===== src/rtl/mp_reg_file.sv =====
// Byte-lane writable register file with two registered read ports, write-first bypass
// and a self-timed clear sweep that runs after reset or on request.
module mp_reg_file #(
    parameter int WordLength = 16,
    parameter int AddrBits   = 3,
    parameter int ByteWidth  = 8,
    parameter logic [WordLength-1:0] InitValue = '0,
    localparam int NumLanes  = WordLength / ByteWidth
) (
    input  logic                  clk_i,
    input  logic                  rst_i,
    input  logic                  clear_i,
    input  logic                  wr_en_i,
    input  logic [AddrBits-1:0]   w_addr_i,
    input  logic [NumLanes-1:0]   w_be_i,
    input  logic [WordLength-1:0] w_data_i,
    input  logic                  rd_en_a_i,
    input  logic                  rd_en_b_i,
    input  logic [AddrBits-1:0]   r_addr_a_i,
    input  logic [AddrBits-1:0]   r_addr_b_i,
    output logic [WordLength-1:0] r_data_a_o,
    output logic [WordLength-1:0] r_data_b_o,
    output logic                  busy_o
);

    localparam int Depth = 2 ** AddrBits;
    localparam logic [AddrBits-1:0] LastAddr = AddrBits'(Depth - 1);

    typedef enum logic {CLEAR, READY} state_t;

    state_t              state_q, state_d;
    logic [AddrBits-1:0] clr_cnt_q, clr_cnt_d;
    logic                busy_q, busy_d;

    always_ff @(posedge clk_i) begin
        if (rst_i) begin
            state_q   <= CLEAR;
            clr_cnt_q <= '0;
            busy_q    <= 1'b1;
        end else begin
            state_q   <= state_d;
            clr_cnt_q <= clr_cnt_d;
            busy_q    <= busy_d;
        end
    end

    // The counter wraps to zero on the same edge that leaves CLEAR.
    always_comb begin
        state_d   = state_q;
        clr_cnt_d = clr_cnt_q;
        case (state_q)
            CLEAR: begin
                clr_cnt_d = clr_cnt_q + 1'b1;
                if (clr_cnt_q == LastAddr) begin
                    state_d = READY;
                end
            end
            READY: begin
                if (clear_i) begin
                    state_d   = CLEAR;
                    clr_cnt_d = '0;
                end
            end
            default: state_d = CLEAR;
        endcase
        busy_d = (state_d == CLEAR);
    end

    assign busy_o = busy_q;

    logic                clear_we;
    logic                user_ok;
    logic [AddrBits-1:0] mem_waddr;

    assign clear_we  = (state_q == CLEAR) && !rst_i;
    assign user_ok   = (state_q == READY) && !rst_i;
    assign mem_waddr = clear_we ? clr_cnt_q : w_addr_i;

    // One independent memory per byte lane so each lane keeps a single write port.
    generate
        for (genvar gi = 0; gi < NumLanes; gi++) begin : g_lane
            logic [ByteWidth-1:0] mem_lane [Depth];
            logic [ByteWidth-1:0] rd_a_q, rd_b_q;
            logic                 lane_we;
            logic [ByteWidth-1:0] lane_wdata;
            logic                 hit_a, hit_b;

            assign lane_we    = clear_we || (user_ok && wr_en_i && w_be_i[gi]);
            assign lane_wdata = clear_we ? InitValue[gi*ByteWidth +: ByteWidth]
                                         : w_data_i[gi*ByteWidth +: ByteWidth];
            assign hit_a = wr_en_i && w_be_i[gi] && (w_addr_i == r_addr_a_i);
            assign hit_b = wr_en_i && w_be_i[gi] && (w_addr_i == r_addr_b_i);

            always_ff @(posedge clk_i) begin
                if (lane_we) begin
                    mem_lane[mem_waddr] <= lane_wdata;
                end
            end

            always_ff @(posedge clk_i) begin
                if (rst_i) begin
                    rd_a_q <= '0;
                    rd_b_q <= '0;
                end else if (user_ok) begin
                    if (rd_en_a_i) begin
                        rd_a_q <= hit_a ? w_data_i[gi*ByteWidth +: ByteWidth] : mem_lane[r_addr_a_i];
                    end
                    if (rd_en_b_i) begin
                        rd_b_q <= hit_b ? w_data_i[gi*ByteWidth +: ByteWidth] : mem_lane[r_addr_b_i];
                    end
                end
            end

            assign r_data_a_o[gi*ByteWidth +: ByteWidth] = rd_a_q;
            assign r_data_b_o[gi*ByteWidth +: ByteWidth] = rd_b_q;
        end
    endgenerate

endmodule


===== config.mk =====
export PLATFORM = sky130hd
export DESIGN_NAME = mp_reg_file
export DESIGN_NICKNAME = d
export VERILOG_FILES = /design/src/rtl/mp_reg_file.sv
export SDC_FILE = /design/constraint.sdc
export NUM_CORES = 1
export LEC_CHECK = 0
export CORE_UTILIZATION = 55
export CTS_BUF_LIST = sky130_fd_sc_hd__clkbuf_16
export CTS_CLUSTER_DIAMETER = 150
export CTS_CLUSTER_SIZE = 8
export DETAILED_ROUTE_END_ITERATION = 7
export PLACE_DENSITY = 0.82
export SETUP_SLACK_MARGIN = 0.05
export SLEW_MARGIN = 30
export SYNTH_ARGS = -nofsm -noshare
export SYNTH_HDL_FRONTEND = slang
export SYNTH_SLANG_ARGS = --single-unit
export TNS_END_PERCENT = 50

===== constraint.sdc =====
create_clock -name clk_i -period 3 [get_ports clk_i]
set_clock_uncertainty 0.1 [all_clocks]
set_input_delay 0.6 -clock clk_i [delete_from_list [all_inputs] [get_ports clk_i]]
set_output_delay 0.6 -clock clk_i [all_outputs]
set_load 0.02 [all_outputs]

* Yosys cells after proc, flatten, opt, wreduce, memory -nomap -nowiden
Memory sizes are Yosys's and may differ from the RTL's. A register that Yosys moved wholly into a read port is not among the register bits.
Index checks and enable logic that the tools add are counted.
** Storage, ports and cells
- Register bits after elaboration :: 5
- RAM bits :: 128
- Output and inout port bits :: 33
- Word-level logic and storage cells :: 32
- Memories kept :: 2
** Cells by class
- Add/subtract/negate cells :: 1
- Eq/ne operators :: 2
- Mux-type cells :: 12
- Bitwise operators :: 2
- Reductions and logical operators :: 10
** Memories
- g_lane[0].mem_lane :: words 8, width 8, read ports 2, clocked after Yosys merged registers in 2, wr ports 1, line 82 : logic [ByteWidth-1:0] mem_lane [Depth];
- g_lane[1].mem_lane :: words 8, width 8, read ports 2, clocked after Yosys merged registers in 2, wr ports 1, line 82
** Operator list (number)
- 8-bit 2-to-1 mux :: 2
- 1-bit 2-to-1 mux :: 6
- 3-bit 2-to-1 mux :: 2
- 3-bit case mux with 2 select lines :: 1
- 1-bit logical AND :: 5
- 2-bit AND reduction :: 2
- 3-bit by 1-bit adder with 3-bit output, second input constant :: 1
- 3-bit == test, second input constant :: 1
- 1-bit logical OR :: 2
- 2-bit inequality test, second input constant :: 1
- 1-bit inverter :: 2
- 1-bit case mux with 2 select lines :: 1
- 1-bit logical NOT :: 1

* Depth between registers and ports, before layout
- Word-level depth :: 7
- Gate-level depth with buffers :: 7

* Worst setup path before layout
No wires, ideal clock.
- Kind :: in2reg
- From :: in rst_i
- To :: mem g_lane[1].mem_lane[0][0], enable pin
- Library setup time :: 0.383 ns
- Arrival time :: 1.759 ns
- Data required time :: 2.517 ns
- Path slack :: 0.757 ns
- Cell stages on the path :: 3
- Cells stage by stage :: o21a_1 -> or2_2 -> nor3_1
** Between the ends
- Word-level cells in the longest chain between the ends :: 7
- Elaborated cells between the ends (all ways) :: 9
- Classes of those cells :: 3 x mux; 6 x reduce/logical
** Ends and longest elaborated chain
- start: declaration :: line 11 : input logic rst_i,
- 1-bit logical NOT * :: line 75, 76
- 1-bit logical AND :: line 76 : assign user_ok = (state_q == READY) && !rst_i;
- 1-bit logical AND (2 in series) :: line 88 : assign lane_we = clear_we || (user_ok && wr_en_i && w_be_i[gi]);
- 1-bit logical OR :: line 88
- 1-bit 2-to-1 mux :: line 95 : if (lane_we) begin
- 1-bit 2-to-1 mux (implied by the code) :: line 96 : mem_lane[mem_waddr] <= lane_wdata;
- end: declaration :: line 82
Mark *: on every way between the ends. The rest lies on a longest branch, timed or not.

* Worst setup path after layout
- From :: in rst_i
- To :: reg g_lane[0].rd_a_q[3] (read register of g_lane[0].mem_lane)
** Between the ends
- Word-level cells in the longest chain between the ends :: 3
** Ends and longest elaborated chain
- 1-bit logical NOT :: line 76
- 1-bit logical AND :: line 76
- 2-bit AND reduction (no line)
- end: declaration :: line 83 : logic [ByteWidth-1:0] rd_a_q, rd_b_q;
Parallel ways exist; a longest one is shown, timed or not.
A chain may end at the register's enable or synchronous reset.

==> impl_metrics.tcl <==
set metrics [dict create \
    status "finished clean" \
    fin_nets 612 \
    finalSetupTns_ns 0 \
    ys_top_cells_by_area "edfxtp_1 49%, mux4_2 15%, dfxtp_1 9.4%" \
    synth_area_um2 7900 \
    clkLatencyLatePin_ns 0.42 \
    power.total_w 0.00504 \
    min_path_type "reg2reg" \
    critPathKind "in2reg" \
    wl_met1_um 7210 \
    drt.antenna.violating_nets 0 \
    ir_drop_mv 0.352 \
    syn_inst 487 \
    ys_ff_latch 165 \
    async_flop_share 0 \
    maxCapViolCount 0 \
    met3WireLength_um 1920 \
    drv_slew 0 \
    synth_edf_count 128 \
    end_kind "flop" \
    hpwl_um 12900 \
    cp-start-kind "input port" \
    syn_to_final_growth_pct 18.7 \
    antennaDiodeCount 0 \
    layout_commonest_cell "edfxtp_1" \
    die_x_um 122 \
    reg2reg_from "state_q$_SDFF_PP0_" \
    fmax_ghz 0.361 \
    die_h_um 122 \
    whs_path_depth 2 \
    syn_nets 522 \
    mostFrequentLayoutCells "128 x edfxtp_1, 63 x clkdlybuf4s50_1, 52 x mux4_2" \
    hold-path-endpoint "g_lane[1].rd_b_q[7]$_SDFFE_PP0P_" \
    grt_first_pass_wirelength_um 30800 \
    rrSetupSlack_ns 0.43 \
    top_layer "met4" \
    numCtsBuffers 17 \
    fin_crit_sh 0.924 \
    total_leakage_power_nw 3.40 \
    crit_required_ns 3.18 \
    min_from "g_lane[1].rd_b_q[7]$_SDFFE_PP0P_" \
    clkSlewWorstSetupHoldPaths_ns 0.06 \
    core_um2 13900 \
    gp_congestion 0.893 \
    cts_sinks 165 \
    instances_no_fill 770 \
    placed_cells 738 \
    whs_ns 0.430 \
    synthDistinctLibCells 51 \
    path_max_fanout 10 \
    io_buffers 65 \
    cts_root_buf "clkbuf_16" \
    hold_viol_final 0 \
    setup_viol 0 \
    rsz0062_at_grt "false" \
    drc 0 \
    yosysWarnings 0 \
    synthFlopType "edfxtp_1" \
    drt_iter0_drc 500 \
    wirelength_um 19500 \
    num_rows 43 \
    dr.pass1.iters 5 \
    cts_tree "done" \
    hold_buffers 0 \
    htreeDepth 4 \
    min_period_ns 2.77 \
    post_synth.cell_area_avg_um2 16.2 \
    grt_usage 0.285 \
    num_vias 5252 \
    wl_per_cell_um 25.3 \
    r2r-end "g_lane[0].rd_a_q[3]$_SDFFE_PP0P_" \
    post_cts_buffers 0 \
    powerDensity_nw_per_um2 538 \
    viasPerCell 6.82 \
    ioPinCount 66 \
    cts_resized 0 \
    ys_seq_area_frac 0.580 \
    synth_area_leader_cell "edfxtp_1" \
    worstRegToRegCells 5 \
    worstMarginPinSlew_ns 0.790 \
    cp_data_arrival_time_ns 2.95 \
    antenna_found_initial 0 \
    layout-drive-gt1-share 0.244 \
    overflow 0 \
    grt_pass1_vias 5387 \
    fp.dieArea_um2 14800 \
    synth_top_area_frac 0.487 \
    slew-limit-headroom 0.473 \
    grt_max_degree 34 \
    initial_utilization 0.567 \
    wl_met2_um 9820 \
    cts_buffer_depth 2 \
]
flip-flops by register name (all words and copies together) (netlist names):
signal and cells:
clr_cnt_q 3, state_q 1, g_lane.rd_b_q 16, g_lane.mem_lane 128, busy_o 1, g_lane.rd_a_q 16
metrics by stage:
step	utilization	instance area (um^2)	setup WS (ns)
floorplan	-	7900	0.757
global placement	0.634	8830	0.0267
detailed placement	0.634	8830	-0.105
CTS	0.673	9370	0.306
global route	0.673	9370	0.134
finish	0.673	9370	0.227
area by class of cell:
class | count | area (um^2)
fill | 890 | 4560
inverter | 19 | 71.3
timing repair buffer | 105 | 953
clock inverter | 15 | 118
tap | 180 | 225
sequential | 165 | 4580
clock buffer | 17 | 425
multi-input combinational | 269 | 3000
report_power, final:
part | leakage, nW | total (W) | internal, W | switching, W
Clock | 0.266 | 0.00199 | 0.00113 | 0.000864
Combinational | 1.65 | 0.000499 | 0.000231 | 0.000268
Sequential | 1.48 | 0.00255 | 0.00252 | 0.0000293
cell usage after synthesis, types with 2 or more instances:
master and count:
and4_1 2, clkbuf_8 7, a21oi_1 36, nand2_1 32, dfxtp_1 37, mux4_2 52
a221oi_2 3, a31oi_2 2, inv_1 18, mux2i_1 32, nor3_1 6, nor2_1 14
edfxtp_1 128, mux4_1 10, clkbuf_1 14, a221oi_1 29, mux4_4 2, nand3b_1 6
ha_1 2, nand3_1 2, nor4_4 2, buf_6 3, buf_2 8, and3_1 4
and2_1 2, nand2b_1 5, o21a_1 3, o21ai_0 2, a31oi_4 2
worst max-delay path, cell delays in order:
cell	delay, ns
clkdlybuf4s50_1	0.62
o21a_1	0.34
or3_1	0.37
a22oi_4	0.32
and4_1	0.52
a221oi_1	0.18
worst max path at each step:
| stage | startpoint | end | slack [ns] | cells past startpoint |
|---|---|---|---|---|
| final | rst_i | g_lane[0].rd_a_q[3]$_SDFFE_PP0P_ | 0.23 | 6 |
| after global routing | rst_i | g_lane[0].rd_a_q[3]$_SDFFE_PP0P_ | 0.13 | 6 |
| after CTS | rst_i | g_lane[0].rd_a_q[3]$_SDFFE_PP0P_ | 0.31 | 6 |
| after detailed placement | rst_i | g_lane[0].rd_a_q[0]$_SDFFE_PP0P_ | -0.10 | 6 |
| after global placement | rst_i | g_lane[0].rd_a_q[0]$_SDFFE_PP0P_ | 0.03 | 6 |
| after floorplan | rst_i | g_lane[1].mem_lane[0][0]$_DFFE_PP_ | 0.76 | 3 |
cells by family (layout without fill, tap and decap cells):
family	after synthesis	in the layout	synth area share
AO/OA/AOI/OAI	83	83	0.0817
XOR/XNOR	3	3	0.00428
flip-flops	165	165	0.580
multiplexers	97	97	0.231
AND/OR/NAND/NOR	84	84	0.0589
adder cells (fa/ha/maj)	2	2	0.00317
buffers and inverters	53	156	0.0401
layer usage:
metal,GRT usage,vias to the layer above
li1,-,2168
met3,0.0665,62
met1,0.374,2659
met2,0.462,363
met4,0.114,0
met5,0,-
Note: power is estimated with default switching activity, not from simulation.
